<file path="config.mk">
export PLATFORM = sky130hd
export DESIGN_NAME = mux_arb_nch
export DESIGN_NICKNAME = d
export VERILOG_FILES = /design/src/rtl/mux_arb_pkg.sv /design/src/rtl/mux_arb_nch_rr.sv /design/src/rtl/mux_arb_nch.sv
export SDC_FILE = /design/constraint.sdc
export NUM_CORES = 1
export LEC_CHECK = 0
export ABC_AREA = 1
export ABC_CLOCK_PERIOD_IN_PS = 2350
export BUFFER_PORTS_ARGS = -buffer_cell sky130_fd_sc_hd__buf_2
export CORE_MARGIN = 5
export CORE_UTILIZATION = 46
export DETAILED_ROUTE_END_ITERATION = 12
export GPL_TIMING_DRIVEN = 0
export PLACE_DENSITY = 0.77
export SLEW_MARGIN = 15
export SYNTH_ARGS = -nofsm -noshare
export SYNTH_HDL_FRONTEND = slang
export SYNTH_HIERARCHICAL = 1
export SYNTH_SLANG_ARGS = --single-unit
</file>
<file path="constraint.sdc">
create_clock -name clk -period 2.35 [get_ports clk]
set_clock_uncertainty 0.15 [all_clocks]
set_input_delay 0.3525 -clock clk [delete_from_list [all_inputs] [get_ports clk]]
set_output_delay 0.3525 -clock clk [all_outputs]
set_load 0.1 [all_outputs]
</file>
<file path="src/rtl/mux_arb_pkg.sv">
// Shared types for the N-channel arbitrated mux.
// Mode encoding and counter width.
package mux_arb_pkg;

  typedef enum logic [1:0] {
    MODE_SEL  = 2'd0,
    MODE_PRIO = 2'd1,
    MODE_RR   = 2'd2,
    MODE_RSVD = 2'd3
  } mux_mode_e;

  localparam int CNT_W = 16;

endpackage

</file>
<file path="src/rtl/mux_arb_nch_rr.sv">
// Rotating-priority arbiter: first request at or
// after ptr, searching upward modulo N.
module rr_arbiter_nch #(
  parameter  int N    = 4,
  localparam int SELW = $clog2(N)
) (
  input  logic [N-1:0]    req,
  input  logic [SELW-1:0] ptr,
  output logic [N-1:0]    gnt
);

  int          idx;
  logic [SELW-1:0] pos;
  logic        found;

  // scan N slots from ptr, wrapping, keep first hit
  always_comb begin
    gnt   = '0;
    found = 1'b0;
    idx   = 0;
    pos   = '0;
    for (int k = 0; k < N; k++) begin
      idx = (int'(ptr) + k) % N;
      pos = idx[SELW-1:0];
      if (!found && req[pos]) begin
        gnt[pos] = 1'b1;
        found    = 1'b1;
      end
    end
  end

endmodule

</file>
<file path="src/rtl/mux_arb_nch.sv">
// N-channel W-bit arbitrated mux with a registered,
// single-entry valid/ready output stage.
module mux_arb_nch
  import mux_arb_pkg::*;
#(
  parameter  int N    = 4,
  parameter  int W    = 8,
  localparam int SELW = $clog2(N)
) (
  input  logic             clk,
  input  logic             rst,
  input  logic [1:0]       mode,
  input  logic [SELW-1:0]  sel,
  input  logic [N-1:0]     in_valid,
  input  logic [N*W-1:0]   in_data,
  output logic [N-1:0]     in_ready,
  output logic             out_valid,
  output logic [W-1:0]     out_data,
  output logic [SELW-1:0]  out_chan,
  input  logic             out_ready,
  output logic [CNT_W-1:0] out_cnt
);

  mux_mode_e       mode_e;
  logic            is_rr;
  logic            is_prio;
  logic            is_sel;
  logic            load;
  logic            xfer_in;
  logic            xfer_out;
  logic [SELW-1:0] rr_ptr;
  logic [N-1:0]    gnt_rr;
  logic [N-1:0]    gnt_sel;
  logic [N-1:0]    gnt_prio;
  logic [N-1:0]    grant;
  logic            prio_hit;
  logic [SELW-1:0] win;
  logic [W-1:0]    win_data;

  assign mode_e  = mux_mode_e'(mode);
  assign is_rr   = (mode_e == MODE_RR);
  assign is_prio = (mode_e == MODE_PRIO);
  assign is_sel  = !is_rr && !is_prio;

  assign load     = !out_valid || out_ready;
  assign xfer_out = out_valid && out_ready;

  rr_arbiter_nch #(.N(N)) u_rr (
    .req (in_valid),
    .ptr (rr_ptr),
    .gnt (gnt_rr)
  );

  // external select; out-of-range index grants nothing
  always_comb begin
    gnt_sel = '0;
    if (int'(sel) < N && in_valid[sel])
      gnt_sel[sel] = 1'b1;
  end

  // fixed priority, lowest index wins
  always_comb begin
    gnt_prio = '0;
    prio_hit = 1'b0;
    for (int i = 0; i < N; i++) begin
      if (!prio_hit && in_valid[i]) begin
        gnt_prio[i] = 1'b1;
        prio_hit    = 1'b1;
      end
    end
  end

  // pick the grant vector for the active mode
  always_comb begin
    grant = '0;
    unique case (1'b1)
      is_rr:   grant = gnt_rr;
      is_prio: grant = gnt_prio;
      is_sel:  grant = gnt_sel;
      default: grant = '0;
    endcase
  end

  assign in_ready = (load && !rst) ? grant : '0;
  assign xfer_in  = |(in_valid & in_ready);

  // encode winner index and fetch its data word
  always_comb begin
    win      = '0;
    win_data = '0;
    for (int i = 0; i < N; i++) begin
      if (grant[i]) begin
        win      = SELW'(i);
        win_data = in_data[i*W +: W];
      end
    end
  end

  // output register, transfer counter, rr pointer
  always_ff @(posedge clk or posedge rst) begin
    if (rst) begin
      out_valid <= 1'b0;
      out_data  <= '0;
      out_chan  <= '0;
      out_cnt   <= '0;
      rr_ptr    <= '0;
    end else begin
      if (xfer_out)
        out_cnt <= out_cnt + 1'b1;
      if (xfer_in) begin
        out_valid <= 1'b1;
        out_data  <= win_data;
        out_chan  <= win;
        if (is_rr)
          rr_ptr <= (win == SELW'(N-1)) ? '0 : win + 1'b1;
      end else if (xfer_out) begin
        out_valid <= 1'b0;
      end
    end
  end

endmodule

</file>
==> flow_metrics.py <==
metrics = {
    "status": {
        "status": "finished, violations left",
        "violations": "setup timing",
    },
    "clocking": {
        "cts_sinks": 29,
        "cts_tree": "built",
        "cts_buffers": 5,
        "clkTransAtPathRegs_ns": 0.07,
        "clockBufferDepth": 2,
        "ctsRootBufferMaster": "clkbuf_8",
        "cts-htree-levels": 2,
        "clock_latency_ns": 0.28,
        "hold_buffers": 0,
    },
    "placed_design": {
        "io_buffers": 73,
        "place_area_sq_um": 2740,
        "place_hpwl_mm": 4.62,
        "place_congestion": 0.832,
    },
    "drt": {
        "first_pass_iters": 4,
        "drcViolationCount": 0,
        "ant_nets": 0,
        "vias": 2332,
        "drt_iter0_markers": 79,
        "wire_per_inst_um": 14.1,
        "via_per_inst": 5.10,
        "totalWireLength_mm": 6.46,
    },
    "timing": {
        "period_minus_slack_ns": 2.67,
        "max_slew.worst_pin.slew_ns": 0.586,
        "holdWs_ns": 0.00797,
        "slew_viol_final": 0,
        "setup_viol": 17,
        "period_share": 1.13,
        "setup_slack_ns": -0.315,
        "rsz0062_at_grt": "yes",
        "max_slew_margin": 0.609,
        "finalHoldViolCount": 0,
        "max_freq_mhz": 375,
    },
    "yosys": {
        "synthFlopType": "dfrtp_1",
        "ys_ff_latch": 29,
        "synth_area_sq_um": 2210,
        "synthCells": 307,
        "yosys-top-cells-area": "dfrtp_1, nand2_1, nand3_1",
        "ys_top_cells_by_count": "nand2_1, nand3_1, inv_1",
        "async_reset_ff_frac": 1.00,
        "synth_edf_count": 0,
        "synth_top_area_frac": 0.328,
        "yosys.area.top_type": "dfrtp_1",
        "syn_nets": 359,
        "ys_warn_count": 6,
        "synth_cell_types": 26,
        "syn_avg_cell_area_sq_um": 7.20,
        "synth-seq-area-share": 0.328,
        "yosysMostFrequentCell": "nand2_1",
    },
    "global_route": {
        "antenna_found_initial": 0,
        "grt_max_degree": 30,
        "first_global_vias": 2381,
        "gr-total-overflow": 0,
        "gr-usage-met2": 0.397,
        "met3_usage": 0.0510,
        "grt_pass1_wl_mm": 10.8,
        "globalRouteTotalUtil": 0.214,
        "grt.busiest_layer": "met2",
        "grtUsageMet1": 0.242,
    },
    "finish": {
        "finalNetCount": 454,
        "nFillCells": 404,
        "ff_latch_area_sq_um": 732,
        "multi_input_area_sq_um": 1440,
        "synthToLayoutAreaGrowth_pct": 40.9,
        "drive_above_1_share": 0.400,
        "stdcell_area_sq_um": 3110,
        "diodes": 0,
    },
    "worst_setup_path": {
        "reg2reg_depth": 19,
        "crit_required_ns": 1.85,
        "r2r_slack_ns": -0.18,
        "crit_type": "reg2out",
        "startpoint_type": "register",
        "critical_path.max_fanout": 4,
        "r2r-end": "out_chan[1]",
        "timing.rr.start": "rr_ptr[0]",
        "crit_path_end_kind": "output port",
        "cp.arrival_ns": 2.16,
    },
    "die": {
        "core_area_sq_um": 4690,
        "ios": 74,
        "std_cell_rows": 25,
        "start_util": 0.471,
        "dieArea_sq_um": 6290,
        "die_h_um": 79.3,
        "die_w_um": 79.3,
    },
    "pwr": {
        "p_leak_nw": 1.73,
        "vdd_ir_drop_max_mv": 1.03,
        "p_per_area_nw_per_um2": 1220,
        "power_mw": 3.80,
    },
    "flow_run": {
        "cap_violations": 0,
    },
    "hold_path": {
        "hold_class": "in2async",
    },
}
-- final cells by class --
type | count | share of cell area
Tap cell | 54 | 0.0217
Multi-Input combinational cell | 230 | 0.461
Clock inverter | 2 | 0.0121
Clock buffer | 6 | 0.0265
Timing Repair Buffer | 87 | 0.171
Buffer | 4 | 0.0133
Inverter | 45 | 0.0595
Sequential cell | 29 | 0.235
-- per-stage QoR --
stage,cells,utilization,setup TNS (ns),setup WS [ns]
2_1_floorplan,307,-,-0.565,-0.147
3_3_place_gp,434,0.585,-3.70,-0.403
3_5_place_dp,434,0.585,-4.66,-0.423
4_1_cts,455,0.650,-1.75,-0.306
5_1_grt,457,0.664,-5.91,-0.445
6_report,457,0.664,-3.11,-0.315
-- power by group --
part / total, mW / internal [mW] / switching [mW]
Combinational: 2.52 / 0.698 / 1.82
Sequential: 0.750 / 0.632 / 0.117
Clock: 0.531 / 0.344 / 0.187
Total: 3.80 / 1.67 / 2.13
-- sequential cells by signal, indices dropped and copies added, names as in the netlist --
| name | count |
|---|---|
| out_cnt | 16 |
| out_data | 8 |
| rr_ptr | 2 |
| out_valid | 1 |
| out_chan | 2 |
-- placed cells by master (no fill, tap or decap), drive strengths merged, types with 2 or more instances in the layout --
master / instances
a21oi: 9
buf: 90
clkbuf: 7
clkinvlp: 2
dfrtp: 29
ha: 9
inv: 44
nand2: 95
nand3: 67
nand4: 7
nor2: 19
nor3: 2
o21ai: 5
xnor2: 4
xor2: 11
-- critical path, stage by stage (launching register included) --
cell and delay, ns:
dfrtp_2 0.42, inv_4 0.06, ha_4 0.29, nand3_1 0.09, nand2_2 0.09, nand2_4 0.06
nor2_4 0.14, nand2_1 0.08, nand3_2 0.07, nand2_2 0.06, nand2_2 0.11, inv_4 0.05
a21oi_4 0.17, buf_12 0.19
-- metal layers --
| layer | wire length [um] | vias up | share of wire |
|---|---|---|---|
| met3 | 349 | 13 | 0.054 |
| met1 | 2670 | 1074 | 0.41 |
| met2 | 3310 | 75 | 0.51 |
| met4 | 131 | 0 | 0.020 |
| li1 | - | 1170 | - |
| met5 | 0 | - | 0 |
-- what timing repair did --
item	4_1_cts	5_1_grt
setup buffers	11	2
pin swaps	1	7
gates resized for setup	26	13
cloned	2	0
endpoints found under the setup margin	17	17
-- kinds of logic after synthesis --
kind of cell | share of synthesized area
flops | 0.328
simple gates | 0.437
xor+xnor | 0.0594
buf+inv | 0.0900
fa+ha+maj | 0.0509
compound gates | 0.0345
-- worst max path at each step --
| stage | from | endpoint | depth (start not counted) |
|---|---|---|---|
| 2_1_floorplan | rr_ptr[0] | in_ready[1] | 13 |
| 6_report | rr_ptr[0] | in_ready[0] | 13 |
| 3_5_place_dp | rr_ptr[0] | in_ready[3] | 15 |
| 5_1_grt | rr_ptr[0] | in_ready[0] | 14 |
| 3_3_place_gp | rr_ptr[0] | in_ready[3] | 15 |
| 4_1_cts | rr_ptr[0] | in_ready[3] | 15 |
Power figures use the tool's default switching activity.
